### src/rtl/usb_mem_bist.sv
// Four-pass memory check sequencer for the USB host transaction port.
// Define USB_MEM_BIST_TIMEOUT_EN to add an ack watchdog that scores a stalled transaction as a failure.
module usb_mem_bist #(
    parameter int unsigned DATA_W  = 64,
    parameter int unsigned ADDR_W  = 16,
    parameter int unsigned N_ADDR  = 8,
    parameter logic [ADDR_W-1:0] START  = '0,
    parameter logic [ADDR_W-1:0] STRIDE = ADDR_W'(1),
    parameter logic [ADDR_W-1:0] MAGIC  = ADDR_W'(16'hBABE),
    parameter int unsigned TIMEOUT = 255
) (
    input  logic              clk,
    input  logic              rst_L,
    input  logic              start,
    output logic              req,
    output logic              we,
    output logic [ADDR_W-1:0] addr,
    output logic [DATA_W-1:0] wdata,
    input  logic              ack,
    input  logic              success,
    input  logic [DATA_W-1:0] rdata,
    output logic              busy,
    output logic              done,
    output logic              pass,
    output logic [3:0]        phase_pass,
    output logic [15:0]       err_cnt,
    output logic [ADDR_W-1:0] first_err_addr,
    output logic [1:0]        first_err_phase
);

    localparam int unsigned REP      = DATA_W / ADDR_W;
    localparam logic [15:0] LAST_IDX = 16'(N_ADDR - 1);

    // WAIT is the only state with a request outstanding; it is entered on the edge that raises req.
    typedef enum logic [1:0] {IDLE, WAIT, GAP, DONE} state_e;

    state_e              state_q, state_d;
    logic                req_q, req_d;
    logic                we_q, we_d;
    logic [ADDR_W-1:0]   addr_q, addr_d;
    logic [DATA_W-1:0]   wdata_q, wdata_d;
    logic [1:0]          pass_q, pass_d;
    logic [15:0]         idx_q, idx_d;
    logic                last_q, last_d;
    logic [3:0]          phase_q, phase_d;
    logic [15:0]         err_q, err_d;
    logic [ADDR_W-1:0]   fea_q, fea_d;
    logic [1:0]          fep_q, fep_d;
    logic                fail;
    logic                xferEnd;
    logic                timedOut;
`ifdef USB_MEM_BIST_TIMEOUT_EN
    localparam int unsigned WD_W = (TIMEOUT > 1) ? $clog2(TIMEOUT) : 1;
    logic [WD_W-1:0]     wdog_q, wdog_d;
`endif

    function automatic logic [DATA_W-1:0] fill(input logic [ADDR_W-1:0] a);
        return {REP{a}};
    endfunction

    // Pass 0 expects erased memory, passes 1-2 the MAGIC-keyed pattern, pass 3 the plain address.
    function automatic logic [DATA_W-1:0] pattern(input logic [1:0] p, input logic [ADDR_W-1:0] a);
        case (p)
            2'd0:    return '0;
            2'd3:    return fill(a);
            default: return fill(a ^ MAGIC);
        endcase
    endfunction

    always_ff @(posedge clk or negedge rst_L) begin
        if (!rst_L) begin
            state_q <= IDLE;
            req_q   <= 1'b0;
            we_q    <= 1'b0;
            addr_q  <= '0;
            wdata_q <= '0;
            pass_q  <= '0;
            idx_q   <= '0;
            last_q  <= 1'b0;
            phase_q <= 4'hF;
            err_q   <= '0;
            fea_q   <= '0;
            fep_q   <= '0;
`ifdef USB_MEM_BIST_TIMEOUT_EN
            wdog_q  <= '0;
`endif
        end else begin
            state_q <= state_d;
            req_q   <= req_d;
            we_q    <= we_d;
            addr_q  <= addr_d;
            wdata_q <= wdata_d;
            pass_q  <= pass_d;
            idx_q   <= idx_d;
            last_q  <= last_d;
            phase_q <= phase_d;
            err_q   <= err_d;
            fea_q   <= fea_d;
            fep_q   <= fep_d;
`ifdef USB_MEM_BIST_TIMEOUT_EN
            wdog_q  <= wdog_d;
`endif
        end
    end

    always_comb begin
        state_d  = state_q;
        req_d    = req_q;
        we_d     = we_q;
        addr_d   = addr_q;
        wdata_d  = wdata_q;
        pass_d   = pass_q;
        idx_d    = idx_q;
        last_d   = last_q;
        phase_d  = phase_q;
        err_d    = err_q;
        fea_d    = fea_q;
        fep_d    = fep_q;
        fail     = 1'b0;
        xferEnd  = 1'b0;
        timedOut = 1'b0;
`ifdef USB_MEM_BIST_TIMEOUT_EN
        wdog_d   = wdog_q;
`endif
        case (state_q)
            IDLE, DONE: begin
                if (start) begin
                    state_d = WAIT;
                    req_d   = 1'b1;
                    we_d    = 1'b0;
                    addr_d  = START;
                    wdata_d = '0;
                    pass_d  = '0;
                    idx_d   = '0;
                    last_d  = 1'b0;
                    phase_d = 4'hF;
                    err_d   = '0;
                    fea_d   = '0;
                    fep_d   = '0;
`ifdef USB_MEM_BIST_TIMEOUT_EN
                    wdog_d  = '0;
`endif
                end
            end
            WAIT: begin
`ifdef USB_MEM_BIST_TIMEOUT_EN
                if (!ack) begin
                    if (wdog_q == WD_W'(TIMEOUT - 1)) timedOut = 1'b1;
                    else wdog_d = wdog_q + 1'b1;
                end
`endif
                xferEnd = ack || timedOut;
                if (xferEnd) begin
                    fail = !ack || !success || (!we_q && (rdata != pattern(pass_q, addr_q)));
                    if (fail) begin
                        phase_d[pass_q] = 1'b0;
                        if (err_q != 16'hFFFF) err_d = err_q + 16'd1;
                        if (err_q == 16'd0) begin
                            fea_d = addr_q;
                            fep_d = pass_q;
                        end
                    end
                    req_d   = 1'b0;
                    state_d = GAP;
`ifdef USB_MEM_BIST_TIMEOUT_EN
                    wdog_d  = '0;
`endif
                    // A write is always followed by its read-back at the same address.
                    if (we_q) begin
                        we_d = 1'b0;
                    end else if (idx_q == LAST_IDX) begin
                        if (pass_q == 2'd3) begin
                            last_d = 1'b1;
                        end else begin
                            pass_d = pass_q + 2'd1;
                            idx_d  = '0;
                            addr_d = START;
                            we_d   = pass_d[0];
                        end
                    end else begin
                        idx_d  = idx_q + 16'd1;
                        addr_d = addr_q + STRIDE;
                        we_d   = pass_q[0];
                    end
                    wdata_d = we_d ? pattern(pass_d, addr_d) : '0;
                end
            end
            GAP: begin
                if (last_q) begin
                    state_d = DONE;
                end else begin
                    state_d = WAIT;
                    req_d   = 1'b1;
                end
            end
            default: state_d = IDLE;
        endcase
    end

    assign req             = req_q;
    assign we              = we_q;
    assign addr            = addr_q;
    assign wdata           = wdata_q;
    assign busy            = (state_q == WAIT) || (state_q == GAP);
    assign done            = (state_q == DONE);
    assign pass            = (state_q == DONE) && (&phase_q);
    assign phase_pass      = phase_q;
    assign err_cnt         = err_q;
    assign first_err_addr  = fea_q;
    assign first_err_phase = fep_q;

endmodule

### config.mk
export PLATFORM = sky130hd
export DESIGN_NAME = usb_mem_bist
export DESIGN_NICKNAME = d
export VERILOG_FILES = /design/src/rtl/usb_mem_bist.sv
export SDC_FILE = /design/constraint.sdc
export NUM_CORES = 1
export LEC_CHECK = 0
export ABC_AREA = 0
export CAP_MARGIN = 10
export CELL_PAD_IN_SITES_DETAIL_PLACEMENT = 0
export CELL_PAD_IN_SITES_GLOBAL_PLACEMENT = 1
export CORE_MARGIN = 2
export CORE_UTILIZATION = 40
export CTS_BUF_LIST = sky130_fd_sc_hd__clkbuf_4
export DETAILED_ROUTE_END_ITERATION = 12
export GPL_TIMING_DRIVEN = 0
export PLACE_DENSITY_LB_ADDON = 0.3
export SLEW_MARGIN = 25
export SYNTH_ARGS = -nofsm -noshare
export SYNTH_HDL_FRONTEND = slang
export SYNTH_SLANG_ARGS = --single-unit
### constraint.sdc
create_clock -name clk -period 6.84 [get_ports clk]
set_input_delay 1.368 -clock clk [delete_from_list [all_inputs] [get_ports clk]]
set_output_delay 1.368 -clock clk [all_outputs]
set_load 0.05 [all_outputs]
==> flow_metrics.tcl <==
set metrics [dict create \
    post-route-drc-count 0 \
    cts_post_setup_buffers_inserted 0 \
    clock.fmax_mhz 239 \
    timing.critical_path.arrival_ns 4.58 \
    die-area_um2 18800 \
    detailroute.via_count 7418 \
    worstPathMaxFanout 10 \
    port_buffers 191 \
    worst-slew-pin-transition_ns 0.803 \
    vdd_drop_max_v 0.000236 \
    grt_util_all_layers 0.257 \
    synth-seq-area-share 0.329 \
    slew_violations 0 \
    timing.final.crit_share 0.613 \
    globalplace.congestion 0.968 \
    startpoint_type "register" \
    postPlaceCellArea_um2 9320 \
    end_kind "register" \
    cp_data_required_time_ns 7.23 \
    htree_num_levels 3 \
    i_o_pins 192 \
    start_to_end_type_of_the_worst_setup_path "reg2reg" \
    avgSynthCellArea_um2 8.20 \
    p_seq_frac 0.311 \
    timing.final.crit_period_ns 4.19 \
    grt.overflow.total 0 \
    netlist.area_leader.share 0.314 \
    cts_resized 0 \
    power_density_over_the_cells_nw_per_um2 239 \
    clock_insertion_delay_worst_skew_ns 0.46 \
    seqCellArea_um2 2330 \
    final.fill_count 1673 \
    grt_pass1_vias 6961 \
    wirelength_mm 24.7 \
    fin_setup_tns_ns 0 \
    hpwlAfterDp_mm 18.6 \
    cts_inserted_buffers 9 \
    clock-root-buffer "sky130_fd_sc_hd__clkbuf_4" \
    drt_first_pass_iters 5 \
    hold_class "reg2reg" \
    timing.final.hold_violations 0 \
    grt_pass1_wl_mm 37.7 \
    setup_viol 0 \
    route.detailed.vias_per_inst 5.71 \
    clock-sinks 93 \
    rsz0062_at_grt "no" \
    synth-edff-count 0 \
    cts_tree "built" \
    synth_top_area_cell "sky130_fd_sc_hd__dfrtp_1" \
    core_region_area_um2 17300 \
    finalInstanceArea_um2 9460 \
    drtIter0Drc 562 \
    fraction_of_layout_cells_with_a_size_suffix_above_1 0.0829 \
    layout.nets 1151 \
    status "complete, no violations" \
    power_frac_comb 0.550 \
    syn_to_final_growth_pct 33.3 \
    total_standard_cell_area_after_synthesis_um2 7100 \
    initial_utilization 0.410 \
    antenna_found_initial 0 \
    commonest_register_cell_after_synthesis "sky130_fd_sc_hd__dfrtp_1" \
    synth.ff_latch_count 93 \
    total_switching_power_w 0.00110 \
    yosys_warnings 0 \
    avgRoutedWirePerCell_um 19.0 \
    post_cts_hold_buffer_count 0 \
    power.share.clock 0.139 \
    cell_variety_after_synth 71 \
    num_antenna_cells 0 \
    postSynth.asyncResetShare 1.00 \
    slew_headroom 0.463 \
    netlist_instances 865 \
    dominant_cells_by_area_after_synthesis "sky130_fd_sc_hd__dfrtp_1 (31%), sky130_fd_sc_hd__buf_4 (5.2%), sky130_fd_sc_hd__nand2_1 (5.0%)" \
    p_leak_nw 3.85 \
    fp.dieW_um 137 \
    intPower_w 0.00116 \
    ant_nets_after_route 0 \
    skew_ns 0.0196 \
    switching_share 0.487 \
    path_clk_slew_ns 0.15 \
    grt_max_degree 59 \
    syn-num-nets 948 \
    row_count 48 \
    chipHeight_um 137 \
    maxCapViolCount 0 \
    maximum_number_of_buffers_from_clock_root_to_sink 2 \
    multiInputGateArea_um2 3990 \
]
==> layer usage <==
layer | global-route usage | part of all wire | vias to the layer above | wire, um
li1 | - | - | 3496 | -
met1 | 0.340 | 0.42 | 3561 | 10400
met2 | 0.440 | 0.49 | 325 | 12000
met3 | 0.0386 | 0.076 | 36 | 1880
met4 | 0.0682 | 0.018 | 0 | 454
met5 | 0 | 0 | - | 0
==> cells in the mapped netlist, drive strengths merged, types with 3 or more instances <==
master and n:
nor4 13, and2 5, xnor2 18, a21oi 26, nor2 48, nand4 18, a22oi 8, nand2 95
xor2 18, nor2b 5, nand2b 21, or3 9, a21o 4, a2bb2oi 4, o22ai 16, and3 15
nand3b 11, o32ai 4, a211o 4, o21ai 71, clkbuf 43, a2111o 3, mux2i 31, o31ai 11
a31oi 16, dfrtp 89, dfstp 4, ha 14, a221o 3, nor3 20, o311ai 5, or2 5
nand3 24, a22o 26, o211ai 8, a221oi 3, nor4bb 10, buf 65, inv 42, o22a 3
==> worst max-delay path: stages, from the launching register on <==
cell and delay (ns):
sky130_fd_sc_hd__dfrtp_1 0.50, sky130_fd_sc_hd__inv_1 0.12, sky130_fd_sc_hd__ha_1 0.29, sky130_fd_sc_hd__buf_2 0.18, sky130_fd_sc_hd__clkbuf_1 0.42, sky130_fd_sc_hd__buf_1 0.48
sky130_fd_sc_hd__a221o_1 0.23, sky130_fd_sc_hd__nand4_1 0.08, sky130_fd_sc_hd__or4_4 0.57, sky130_fd_sc_hd__nor4_4 0.49, sky130_fd_sc_hd__clkbuf_1 0.46, sky130_fd_sc_hd__o21ai_0 0.17
sky130_fd_sc_hd__o211ai_1 0.12
==> registers in the layout, summed over array words and instances (netlist names) <==
name / count
addr: 16
err_cnt: 16
we: 1
wdata: 16
idx_q: 16
pass_q: 2
req: 1
state_q: 2
phase_pass: 4
last_q: 1
first_err_phase: 2
first_err_addr: 16
==> layout make-up <==
cell class	instances	area share
sequential	93	0.247
clock buffer	12	0.00953
inverter	43	0.0171
clock inverter	4	0.00516
timing repair buffer	192	0.205
multi-input combinational	621	0.422
buffer	108	0.0651
tap	225	0.0298
==> stage by stage <==
stage	cells	power, W	setup slack, ns	hold slack, ns	util
finish	1298	0.00226	2.65	0.518	0.547
global route	1298	0.00239	2.38	0.553	0.547
CTS	1298	0.00226	2.67	0.523	0.547
detailed placement	1282	0.00194	2.25	0.491	0.539
global placement	1281	0.00193	0.904	0.482	0.537
floorplan	865	0.00152	3.19	0.457	-
==> cell families after synthesis <==
group	after synthesis	share of synthesized area
and+or+nand+nor	307	0.224
AOI/OAI and AO/OA	231	0.221
buffers and inverters	151	0.109
DFF	93	0.329
xor gates and xnor gates	36	0.0444
muxes	33	0.0469
adders and majority gates	14	0.0247
==> power by group through the flow <==
| stage | sequential, W | combinational, W | clock, W |
|---|---|---|---|
| 6_report | 0.000703 | 0.00124 | 0.000315 |
| 2_1_floorplan | 0.000870 | 0.000646 | 0 |
| 3_5_place_dp | 0.000712 | 0.00123 | 0 |
| 5_1_grt | 0.000717 | 0.00132 | 0.000345 |
| 4_1_cts | 0.000702 | 0.00123 | 0.000319 |
| 3_3_place_gp | 0.000711 | 0.00122 | 0 |
==> worst paths after layout <==
check | depth (start not counted) | to | start | slack (ns)
setup / recovery | 12 | err_cnt[3]$_DFFE_PN0P_ | pass_q[0]$_DFFE_PN0P_ | 2.65
hold / removal | 2 | idx_q[1]$_DFFE_PN0P_ | idx_q[1]$_DFFE_PN0P_ | 0.52
setup reg to reg | 12 | err_cnt[3]$_DFFE_PN0P_ | pass_q[0]$_DFFE_PN0P_ | 2.65
hold reg to reg | 2 | idx_q[1]$_DFFE_PN0P_ | idx_q[1]$_DFFE_PN0P_ | 0.52
max in group asynchronous | 2 | phase_pass[2]$_DFFE_PN1P_ | rst_L | 5.40
min in group asynchronous | 1 | idx_q[11]$_DFFE_PN0P_ | rst_L | 0.79
==> layout by cell type, fill, tap and decap left out, drive strengths merged, types with 15 or more instances in the layout <==
master and count:
nand3 24, nor2 48, nand4 18, clkbuf 55, mux2i 31, a31oi 16
and3 15, dfrtp 89, xnor2 18, a22o 26, buf 67, xor2 18
nand2 95, nor3 20, o21ai 71, o22ai 16, inv 42, nand2b 21
clkdlybuf4s50 190, a21oi 26
Power figures use the tool's default switching activity.
